### src/rtl/alu_operand_stage.sv
// ID->EX operand stage: selects ALU operands, forwards write-back results and
// presents them through a two-entry valid/ready buffer with a registered in_ready.
module alu_operand_stage #(
  parameter int OP_W = 4,
  parameter int XLEN = 32
) (
  input  logic            clk,
  input  logic            reset_n,
  input  logic            flush,
  input  logic            in_valid,
  output logic            in_ready,
  input  logic [OP_W-1:0] in_opcode,
  input  logic [4:0]      in_rs1_idx,
  input  logic [4:0]      in_rs2_idx,
  input  logic [XLEN-1:0] in_rs1_val,
  input  logic [XLEN-1:0] in_rs2_val,
  input  logic [XLEN-1:0] in_pc,
  input  logic [XLEN-1:0] in_imm,
  input  logic            in_left_pc,
  input  logic            in_right_imm,
  input  logic [4:0]      in_rd_idx,
  input  logic            in_rd_we,
  input  logic            wb_we,
  input  logic [4:0]      wb_rd_idx,
  input  logic [XLEN-1:0] wb_data,
  output logic            out_valid,
  input  logic            out_ready,
  output logic [OP_W-1:0] out_opcode,
  output logic [XLEN-1:0] out_left,
  output logic [XLEN-1:0] out_right,
  output logic [4:0]      out_rd_idx,
  output logic            out_rd_we
);

  localparam logic [1:0] EMPTY = 2'd0;
  localparam logic [1:0] ONE   = 2'd1;
  localparam logic [1:0] TWO   = 2'd2;

  // leftReg/rightReg mark operands that came from the register file and may
  // still be overwritten by a later write-back while the entry waits.
  typedef struct packed {
    logic [OP_W-1:0] opcode;
    logic [XLEN-1:0] left;
    logic [XLEN-1:0] right;
    logic [4:0]      rdIdx;
    logic            rdWe;
    logic [4:0]      rs1Idx;
    logic [4:0]      rs2Idx;
    logic            leftReg;
    logic            rightReg;
  } entry_t;

  logic [1:0] state_q, state_d;
  logic       inReady_q, inReady_d;
  entry_t     main_q, main_d;
  entry_t     skid_q, skid_d;

  entry_t     mainFwd;
  entry_t     skidFwd;
  entry_t     newEntry;
  logic       accept;
  logic       pop;

  function automatic logic wbHits(input logic we, input logic [4:0] wbIdx,
                                  input logic [4:0] srcIdx);
    return we && (wbIdx != 5'd0) && (wbIdx == srcIdx);
  endfunction

  function automatic entry_t fwdEntry(input entry_t e, input logic we,
                                      input logic [4:0] wbIdx,
                                      input logic [XLEN-1:0] data);
    entry_t r;
    r = e;
    if (e.leftReg && wbHits(we, wbIdx, e.rs1Idx)) begin
      r.left = data;
    end
    if (e.rightReg && wbHits(we, wbIdx, e.rs2Idx)) begin
      r.right = data;
    end
    return r;
  endfunction

  assign accept = in_valid && inReady_q;
  assign pop    = out_valid && out_ready;

  always_comb begin
    logic [XLEN-1:0] rs1v;
    logic [XLEN-1:0] rs2v;
    rs1v = wbHits(wb_we, wb_rd_idx, in_rs1_idx) ? wb_data : in_rs1_val;
    rs2v = wbHits(wb_we, wb_rd_idx, in_rs2_idx) ? wb_data : in_rs2_val;
    newEntry.opcode   = in_opcode;
    newEntry.left     = in_left_pc ? in_pc : rs1v;
    newEntry.right    = in_right_imm ? in_imm : rs2v;
    newEntry.rdIdx    = in_rd_idx;
    newEntry.rdWe     = in_rd_we;
    newEntry.rs1Idx   = in_rs1_idx;
    newEntry.rs2Idx   = in_rs2_idx;
    newEntry.leftReg  = !in_left_pc;
    newEntry.rightReg = !in_right_imm;
  end

  assign mainFwd = fwdEntry(main_q, wb_we, wb_rd_idx, wb_data);
  assign skidFwd = fwdEntry(skid_q, wb_we, wb_rd_idx, wb_data);

  // Held entries pick up forwards by default; the case only handles movement.
  always_comb begin
    state_d = state_q;
    main_d  = mainFwd;
    skid_d  = skidFwd;
    case (state_q)
      EMPTY: begin
        if (accept) begin
          main_d  = newEntry;
          state_d = ONE;
        end
      end
      ONE: begin
        if (accept && pop) begin
          main_d = newEntry;
        end else if (accept) begin
          skid_d  = newEntry;
          state_d = TWO;
        end else if (pop) begin
          state_d = EMPTY;
        end
      end
      TWO: begin
        if (pop) begin
          main_d  = skidFwd;
          state_d = ONE;
        end
      end
      default: state_d = EMPTY;
    endcase
    if (flush) begin
      state_d = EMPTY;
    end
    inReady_d = (state_d != TWO);
  end

  always_ff @(posedge clk or negedge reset_n) begin
    if (!reset_n) begin
      state_q   <= EMPTY;
      inReady_q <= 1'b1;
      main_q    <= '0;
      skid_q    <= '0;
    end else begin
      state_q   <= state_d;
      inReady_q <= inReady_d;
      main_q    <= main_d;
      skid_q    <= skid_d;
    end
  end

  assign in_ready   = inReady_q;
  assign out_valid  = (state_q != EMPTY);
  assign out_opcode = main_q.opcode;
  assign out_left   = main_q.left;
  assign out_right  = main_q.right;
  assign out_rd_idx = main_q.rdIdx;
  assign out_rd_we  = main_q.rdWe;

endmodule
### config.mk
export PLATFORM = sky130hd
export DESIGN_NAME = alu_operand_stage
export DESIGN_NICKNAME = d
export VERILOG_FILES = /design/src/rtl/alu_operand_stage.sv
export SDC_FILE = /design/constraint.sdc
export NUM_CORES = 1
export LEC_CHECK = 0
export CAP_MARGIN = 20
export CORE_UTILIZATION = 31
export CTS_BUF_LIST = sky130_fd_sc_hd__clkbuf_2 sky130_fd_sc_hd__clkbuf_4 sky130_fd_sc_hd__clkbuf_8
export DETAILED_ROUTE_END_ITERATION = 7
export PLACE_DENSITY_LB_ADDON = 0.12
export SYNTH_ARGS = -nofsm -noshare
export SYNTH_HDL_FRONTEND = slang
export SYNTH_SLANG_ARGS = --single-unit
export TNS_END_PERCENT = 50
### constraint.sdc
create_clock -name clk -period 2.4 [get_ports clk]
set_input_delay 0.48 -clock clk [delete_from_list [all_inputs] [get_ports clk]]
set_output_delay 0.48 -clock clk [all_outputs]
set_load 0.02 [all_outputs]
======== Yosys cells after proc, flatten, opt, wreduce, memory -nomap -nowiden ========
Index checks and enable logic that the tools add are counted.
cells by class
  equal/unequal tests ..................... 12
  reductions and logical operators ........ 22
  muxes and demuxes ....................... 22
  bitwise gates (word level) .............. 1
operators with widths
  operator                                             count
  two-way mux 86 bit                                   3
  case mux 86 bit (3 select lines)                     1
  two-way mux 32 bit                                   8
  two-way mux 82 bit                                   3
  equality test 5 bit                                  6
  logical AND 1 bit                                    14
  two-way mux 2 bit                                    6
  != test 2 bit, second input constant                 4
  case mux 2 bit (3 select lines)                      1
  nonzero test 5 bit                                   1
  AND reduction 4 bit                                  1
  AND reduction 3 bit                                  1
  nonzero test 3 bit                                   1
  equality test 2 x 1 -> 1 bit, second input constant  1
  equality test 2 bit, second input constant           1
  zero test 1 bit                                      2
  zero test 2 bit                                      1
  nonzero test 2 bit                                   1
  NOT 1 bit                                            1
storage, ports and cells
  word-level logic and storage cells ...... 77
  register bits ........................... 175
  input bits .............................. 193

======== Longest topological paths before layout ========
Gate-level depths: netlist of the first run.
  word-level depth ........................ 8
  gate-level depth with buffers ........... 9

======== Worst setup path before layout of the first run ========
Ideal clock, no wire load.
  path type ............................... input -> register
  start point ............................. in wb_rd_idx[2]
  end point ............................... reg main_q, in the netlist out_right[11]
  setup slack ............................. -0.137 ns
  path buffers ............................ 4
  required time ........................... 2.274 ns
  library setup time ...................... 0.126 ns
  data arrival time ....................... 2.411 ns
  cell stages on the path ................. 9
  cell sequence ........................... buf_4 -> or4_1 -> o21a_1 -> buf_2 -> and4_1 -> buf_6 -> buf_2 -> mux2i_1 -> a311o_1
RTL lines
  element               line  text
  from (decl)           24    input logic [4:0] wb_rd_idx,
  to (signal assigned)  150   main_q <= main_d;
  to (decl)             55    entry_t main_q, main_d;

==> results.cfg, run 1 <==
[detailed_routing]
totalWireLength_um = 47830
drc_errors = 0
via_count = 12050
dr.pass1.iters = 5
ant_nets = 0
routed_via_density = 5.415
wl_per_cell_um = 21.49
initialDrtViolationCount = 801

[job]
max_cap_violations = 0

[sta]
slew_viol_final = 0
setup_ws_ns = 0.01505
rsz0062_at_grt = false
fmax_ghz = 0.4193
tightest_slew_ns = 0.3871
fin_worst_skew_ns = 0.02479
period_needed_ns = 2.385
setup_viol = 0
hold_slack_ns = 0.4627
hold_viol_final = 0
finalCritPeriodShare = 0.9937
maxSlewHeadroom = 0.7407

[global_route]
antenna_found_initial = 3
gr-total-overflow = 0
grt_usage = 0.2313
grt_max_degree = 64
grt_pass1_wl_um = 72740
grt_pass1_vias = 12310

[layout]
area_delta_synth_final_pct = 37.76
drive_gt1_frac = 0.1278
final_cell_mix = nand2_1 (299), clkdlybuf4s50_1 (263), mux2i_1 (187)
nets = 1886
layout_commonest_cell = nand2_1

[outcome]
status = completed

[cts]
cts_buffers = 17
clk_pin_slew_ns = 0.10
tritoncts = built
cts.sinks = 175
htreeDepth = 4
clock_path_buffers = 2
ctsRootBufferMaster = clkbuf_8
worstSkewPairLatency_ns = 0.50

[setup_path]
path_class = in2reg
endpoint_kind = flip-flop
arrival_ns = 2.78
crit_required_ns = 2.80
crit_start = wb_rd_idx[2]
cp-start-kind = input port
worstPathMaxFanout = 15
regToRegStartpoint = skidFwd[7]

[yosys]
netlist_instances = 1433
syn_area_um2 = 12390
synth_area_leaders = dfrtp_1 (35%), mux2i_1 (15%), nand2_1 (9.1%)
post_synth.cell_area_avg_um2 = 8.645
yosysSeqAreaShare = 0.3536
ys_ff_latch = 175
synth.largest_area_cell = dfrtp_1
async_flop_share = 1.000
synth.top_cell.area_share = 0.3515
yosys_warnings = 0
synth_ff_type = dfrtp_1
synth_nets = 1626
ys_types = 44
synth_edf_count = 0

[floorplan]
start_util = 0.3176
rows = 72
io_pins = 269
dieHeight_um = 201.9
fp.dieW_um = 201.9
dieArea_um2 = 40770
coreArea_um2 = 39010

[power]
power_switching_share = 0.3411
power_density_nw_per_um2 = 583.8
ir_worst_vdd_uv = 365.0
combPwrFrac = 0.347
p_leak_uw = 0.006667
p_int_uw = 6564
p_seq_frac = 0.420
pwr-share-clk = 0.233
p_switching_uw = 3399

[place]
place_hpwl_um = 33380
place_worst_setup_slack_ns = -0.5587
io_buffers = 268
gp_congestion = 0.8117

[hold_path]
hp-class = in2async
==> cells by family (layout without fill, tap and decap cells) <==
family,after synthesis,count (layout),share of synthesized area
multiplexers,198,198,0.1611
flip-flops,175,175,0.3536
AND/OR/NAND/NOR,448,448,0.1553
AO/OA/AOI/OAI,347,347,0.2224
other,0,2,0
XOR/XNOR,30,30,0.02121
buffers and inverters,235,508,0.08636
==> critical path, stage by stage <==
cell and delay [ns]:
clkdlybuf4s50_1 0.41, or4_1 0.54, o21a_4 0.27, buf_4 0.22, buf_4 0.20, a31oi_1 0.31
a211oi_1 0.09, a211oi_1 0.25
==> synthesized netlist by cell type, types with 2 or more instances <==
master / n
a211o_1: 62
a211oi_1: 113
a21oi_1: 9
a221o_1: 2
a22oi_1: 20
a311o_1: 60
a31oi_1: 62
a41o_1: 6
and3_1: 2
and3b_1: 2
and4_1: 4
buf_1: 7
buf_2: 31
buf_4: 11
buf_6: 10
clkbuf_1: 88
clkbuf_2: 26
dfrtp_1: 174
inv_1: 62
mux2_2: 11
mux2i_1: 187
nand2_1: 299
nand2b_1: 62
nor2_1: 62
nor2b_1: 3
nor3_2: 2
nor4_1: 4
o21ai_0: 2
o22ai_1: 4
o311ai_0: 2
or2_2: 2
or3_1: 2
xnor2_1: 4
xor2_1: 26
==> sequential cells by signal, indices dropped and copies added (netlist names) <==
| register | count |
|---|---|
| out_rd_idx | 5 |
| skid_q | 64 |
| out_right | 32 |
| in_ready | 1 |
| out_rd_we | 1 |
| mainFwd | 12 |
| skidFwd | 22 |
| state_q | 2 |
| out_left | 32 |
| out_opcode | 4 |
==> metrics by stage <==
stage	setup TNS (ns)	utilization	cells	power [uW]	area, um2
after floorplan	-0.4982	-	1433	6022	12500
final	0	0.4375	2226	9963	17070
after global routing	0	0.4375	2225	10510	17060
after CTS	0	0.4331	2218	10010	16900
after global placement	-58.71	0.4219	2185	7595	16460
after detailed placement	-59.18	0.4219	2185	7644	16460
==> final cells by class <==
class / instances / area, um2
well taps: 518 / 648.1
repair buffers: 414 / 4330
clock buffers: 22 / 284.0
inverters: 62 / 232.7
flip-flops and latches: 175 / 4380
fillers: 3859 / 21940
multi-input cells: 1023 / 7048
diodes: 2 / 5.005
clock inverters: 10 / 137.6
==> repair_timing <==
action / in CTS / in global routing
resized for setup: 1 / 14
hold buffers: 1 / 0
setup buffers: 0 / 4
pin swaps: 0 / 1
gates cloned: 0 / 2
hold endpoints to repair: 31 / 0
endpoints found under the setup margin: 5 / 81
==> routing by layer <==
metal	routed length, um	GRT usage	vias to the layer above	share of wire
met1	22340	0.3180	5978	0.47
met3	2415	0.04095	46	0.050
met5	13	0	-	0.00027
li1	-	-	5658	-
met4	699	0.06358	2	0.015
met2	22370	0.3710	370	0.47
==> power by group through the flow <==
stage                     clock, uW  sequential, uW  combinational [uW]
final                          2320            4180                3460
after global routing           2490            4280                3740
after CTS                      2390            4180                3430
after detailed placement          0            4230                3410
after global placement            0            4220                3370
after floorplan                   0            4350                1670
==> path summary, 6_finish.rpt <==
path	to	slack, ns	cells after the start
hold reg to reg	out_opcode[0]	0.48	2
hold / removal	skid_q[27]	0.46	2
min in group clk	out_opcode[0]	0.48	2
setup reg to reg	skid_q[81]	0.17	7
max in group asynchronous	out_left[0]	1.21	3
setup / recovery	skid_q[52]	0.02	8
No activity file was read; power rests on OpenSTA's default activity.
==> run 2, diff against run 1 <==
GPL_TIMING_DRIVEN = 0   (was unset)
==> run 2 against run 1 <==
Net effect:
- critical path depth unchanged
- design area down 5.3%
- cell count about the same
- maximum frequency down 0.92%
- utilization down 2.3 points
- total power down 1.8%
- clock skew down 0.0029 ns
- routed wire length up 17%
- sequential power about the same
- the flow now finishes with violations (hold timing, setup timing)
- die area unchanged
- critical endpoint is now out_left[23]
- hold slack worse by 0.47 ns
- flip-flop and latch count unchanged
==> results.cfg, run 2 (synthesis gave the netlist of run 1 again) <==
[detailed_routing]
drc_errors = 0
wl_per_cell_um = 25.05
via_count = 12550
totalWireLength_um = 55810
routed_via_density = 5.633
dr.pass1.iters = 8
ant_nets = 0
initialDrtViolationCount = 994

[sta]
maxSlewHeadroom = 0.4030
setup_ws_ns = -0.007090
finalCritPeriodShare = 1.003
rsz0062_at_grt = true
tightest_slew_ns = 0.8954
hold_viol_final = 7
period_needed_ns = 2.407
slew_viol_final = 0
hold_slack_ns = -0.009180
setup_viol = 1
fmax_ghz = 0.4154
fin_setup_tns_ns = -0.007090
fin_worst_skew_ns = 0.02189

[floorplan]
fp.dieW_um = 201.9
dieArea_um2 = 40770
dieHeight_um = 201.9
rows = 72
coreArea_um2 = 39010
io_pins = 269
start_util = 0.3176

[power]
p_leak_uw = 0.006352
power_switching_share = 0.3694
combPwrFrac = 0.348
p_int_uw = 6170
p_switching_uw = 3614
ir_worst_vdd_uv = 404.1
p_seq_frac = 0.428
pwr-share-clk = 0.224
power_density_nw_per_um2 = 605.5

[layout]
largest-register = skid_q
layout_commonest_cell = nand2_1
final_cell_mix = nand2_1 (299), clkdlybuf4s50_1 (232), mux2i_1 (187)
register_area_um2 = 4380
multi_input_area_um2 = 6989
nets = 1887
largest_reg_flops = 64
final_cell_count_no_fill = 2228
drive_gt1_frac = 0.1178
fillers = 3969
area_delta_synth_final_pct = 30.42
final_util = 0.4142

[setup_path]
regToRegStartpoint = in_ready
crit_start = in_rs1_idx[1]
crit_required_ns = 2.80
arrival_ns = 2.81
worstPathMaxFanout = 10
r2r_cells = 7
path_class = in2reg
endpoint_kind = flip-flop
cp-endpoint = out_left[23]
r2r-end = skid_q[77]
cp-start-kind = input port
ff2ff_setup_slack_ns = 0.08

[cts]
tritoncts = built
cts_buffers = 17
cts.sinks = 175
worstSkewPairLatency_ns = 0.52
clock_path_buffers = 2
htreeDepth = 4
clk_pin_slew_ns = 0.11
ctsRootBufferMaster = clkbuf_8
post_cts_hold_buffer_count = 0

[place]
io_buffers = 234
gp_congestion = 0.8827
place_inst = 2186
place_hpwl_um = 40060

[global_route]
grt_util_met1 = 0.3526
globalRoute.busiestLayer = met2
grt_pass1_wl_um = 81830
antenna_found_initial = 5
met2_usage = 0.4275
grt_usage = 0.2697
gr-usage-met3 = 0.06450
grt_pass1_vias = 12750
gr-total-overflow = 0
grt_max_degree = 93

[outcome]
violations = hold timing, setup timing
status = complete, but fails checks

[hold_path]
hp-class = in2async

[job]
max_cap_violations = 0
-- run 2: changes by cell type in the layout (fill, tap and decap cells not counted), moves of 8 or more --
| cell | previous run | this run |
|---|---|---|
| buf_4 | 101 | 22 |
| clkbuf_2 | 0 | 76 |
| buf_12 | 38 | 2 |
| clkbuf_1 | 0 | 34 |
| clkdlybuf4s50_1 | 263 | 232 |
| buf_2 | 1 | 13 |
| buf_6 | 4 | 16 |
| buf_8 | 0 | 8 |
-- run 2: area by class of cell --
type / instances / share of cell area
clock buffers: 18 / 0.01533
flip-flops and latches: 175 / 0.2711
clock inverters: 14 / 0.008441
well taps: 518 / 0.04011
diodes: 3 / 0.0004646
multi-input cells: 1023 / 0.4326
inverters: 62 / 0.01440
repair buffers: 244 / 0.1529
plain buffers: 171 / 0.06466
-- run 2: worst max-delay path, cell delays in order --
cell	delay [ns]
clkdlybuf4s50_1	0.46
xor2_1	0.19
nor3_4	0.23
buf_12	0.16
clkbuf_1	0.44
a31oi_1	0.23
a211o_1	0.32
a311o_1	0.30
-- run 2: metal layers --
| metal | part of all wire | vias to the layer above |
|---|---|---|
| li1 | - | 5658 |
| met1 | 0.43 | 6185 |
| met2 | 0.46 | 603 |
| met3 | 0.076 | 103 |
| met4 | 0.034 | 2 |
| met5 | 0.00030 | - |
-- run 2: what timing repair did --
action | CTS | global route
resized for setup | 53 | 50
setup endpoints to repair | 172 | 150
pin swaps | 3 | 0
setup buffers | 9 | 0
-- run 2: how the worst min path moves through the flow --
stage,start,end,slack [ns],cells past startpoint
2_1_floorplan,reset_n,mainFwd[0],0.18,0
3_3_place_gp,skidFwd[83],skidFwd[83],0.46,2
3_5_place_dp,skidFwd[12],skidFwd[12],0.47,2
4_1_cts,reset_n,out_right[13],0.01,1
5_1_grt,reset_n,out_right[13],0.02,1
6_report,reset_n,out_right[13],-0.009,1
-- run 2: power by group through the flow --
stage / Sequential (uW) / Combinational [uW] / Clock [uW]
4_1_cts: 4170 / 3380 / 2220
6_report: 4180 / 3410 / 2190
2_1_floorplan: 4350 / 1670 / 0
3_3_place_gp: 4230 / 3260 / 0
5_1_grt: 4260 / 3670 / 2340
3_5_place_dp: 4230 / 3300 / 0
-- run 2: per-stage QoR --
stage	hold slack, ns	cell area [um2]	setup slack (ns)	total power, uW
after global routing	0.01770	16150	-0.04391	10260
after CTS	0.01414	16090	0.002629	9774
after detailed placement	0.4653	15520	-1.367	7534
after floorplan	0.1844	12500	-0.01643	6022
after global placement	0.4598	15490	-7.667	7489
final	-0.009180	16160	-0.007090	9783
==> run 3, diff against run 2 <==
REMOVE_ABC_BUFFERS = 1   (was unset)
==> run 3 against run 2 <==
Net effect:
- cell count fell by 3.5%
- hold slack improved by 0.49 ns
- critical path type unchanged
- global-route usage fell by 1.4 points
- sequential share of layout area fell by 0.65 points
- flip-flop and latch count did not move
- largest power group unchanged
- the flow now finishes without violations
==> results.cfg, run 3 (synthesis gave the netlist of run 1 again) <==
[sta]
fmax_ghz = 0.4248
finalCritPeriodShare = 0.9808
hold_slack_ns = 0.4836
fin_worst_skew_ns = 0.02012
fin_setup_tns_ns = 0
setup_viol = 0
rsz0062_at_grt = false
hold_viol_final = 0
maxSlewHeadroom = 0.4487
period_needed_ns = 2.354
tightest_slew_ns = 0.8269
slew_viol_final = 0

[power]
p_switching_uw = 3553
p_int_uw = 6497
p_seq_frac = 0.414
power_switching_share = 0.3535
combPwrFrac = 0.348
p_leak_uw = 0.006336
pwr-share-clk = 0.238
power_density_nw_per_um2 = 606.8
ir_worst_vdd_uv = 311.2
finalPower_uw = 10050

[floorplan]
start_util = 0.3176
dieHeight_um = 201.9
fp.dieW_um = 201.9
rows = 72
coreArea_um2 = 39010
dieArea_um2 = 40770
io_pins = 269

[job]
max_cap_violations = 0

[hold_path]
hp-class = reg2reg
hold_depth = 2
hold_path_end = skidFwd[14]
min-delay-start = skidFwd[14]

[setup_path]
crit_start = wb_rd_idx[2]
ff2ff_setup_slack_ns = 0.06
arrival_ns = 2.74
r2r_cells = 6
crit_required_ns = 2.79
worstPathMaxFanout = 28
regToRegStartpoint = skidFwd[5]
r2r-end = out_right[10]
path_class = in2reg
endpoint_kind = flip-flop
cp-start-kind = input port

[detailed_routing]
wl_per_cell_um = 24.55
drc_errors = 0
totalWireLength_um = 52760
via_count = 12070
ant_nets = 0
routed_via_density = 5.617
dr.pass1.iters = 5
initialDrtViolationCount = 714

[place]
place_hpwl_um = 29700
gp_congestion = 0.7397
io_buffers = 268
place_inst = 2070

[cts]
ctsRootBufferMaster = clkbuf_8
clock_path_buffers = 2
worstSkewPairLatency_ns = 0.50
cts_buffers = 17
htreeDepth = 4
cts.sinks = 175
tritoncts = built
clk_pin_slew_ns = 0.11

[layout]
final_util = 0.4246
final_cell_count_no_fill = 2149
final_cell_mix = nand2_1 (299), clkdlybuf4s50_1 (257), mux2i_1 (187)
nets = 1810
layout_commonest_cell = nand2_1
multi_input_area_um2 = 7196
drive_gt1_frac = 0.09018
register_area_um2 = 4383
fillers = 3863
area_delta_synth_final_pct = 33.69
largest_reg_flops = 64
largest-register = skid_q

[global_route]
grt_pass1_vias = 12300
grt_usage = 0.2553
grt_max_degree = 102
gr-total-overflow = 0
grt_pass1_wl_um = 77950
antenna_found_initial = 5

[outcome]
status = completed
-- run 3: cell types whose count changed in the layout (fill, tap and decap cells not counted), moves of 13 or more --
cell / before / now
buf_12: 2 / 18
buf_16: 1 / 14
buf_6: 16 / 1
clkbuf_1: 34 / 0
clkbuf_2: 76 / 0
clkdlybuf4s50_1: 232 / 257
-- run 3: how the worst max path moves through the flow --
| stage | depth (start not counted) | endpoint |
|---|---|---|
| 6_report | 8 | out_left[20] |
| 3_3_place_gp | 6 | out_left[7] |
| 5_1_grt | 9 | out_left[22] |
| 2_1_floorplan | 5 | out_right[10] |
| 3_5_place_dp | 8 | out_left[27] |
| 4_1_cts | 8 | out_left[20] |
-- run 3: layout make-up --
type / instances / share of cell area
diodes: 1 / 0.0001511
clock buffers: 20 / 0.01624
clock inverters: 12 / 0.009594
inverters: 62 / 0.01405
multi-input cells: 1035 / 0.4345
flip-flops and latches: 175 / 0.2646
well taps: 518 / 0.03913
repair buffers: 326 / 0.2217
-- run 3: timing repair --
item / in CTS / in global routing
setup buffers: 24 / 8
pin swaps: 14 / 5
gates cloned: 11 / 2
resized for setup: 35 / 9
endpoints found under the setup margin: 132 / 70
hold endpoints to repair: 58 / 0
hold buffers: 1 / 0
-- run 3: worst max-delay path, stage by stage --
cell and delay [ns]:
buf_2 0.18, or4_4 0.56, o21a_4 0.24, buf_16 0.19
and3_4 0.21, buf_4 0.19, a211o_1 0.31, a311o_1 0.35
-- run 3: power by group through the flow --
stage | logic [uW] | clock network (uW) | registers (uW)
2_1_floorplan | 1480 | 0 | 4390
3_3_place_gp | 3260 | 0 | 4180
3_5_place_dp | 3300 | 0 | 4180
4_1_cts | 3490 | 2460 | 4160
5_1_grt | 3770 | 2550 | 4260
6_report | 3500 | 2390 | 4160
-- run 3: metal layers --
metal	global-route usage	part of all wire
met1	0.3401	0.45
met2	0.4048	0.45
met3	0.06224	0.076
met4	0.08117	0.025
met5	0	0.00072
-- run 3: through the flow --
step | cell area (um2) | setup WS (ns)
floorplan | 11550 | -4.537
CTS | 16430 | -0.002868
global placement | 14880 | -13.90
global route | 16560 | 0.001861
finish | 16560 | 0.04606
detailed placement | 15530 | -1.625
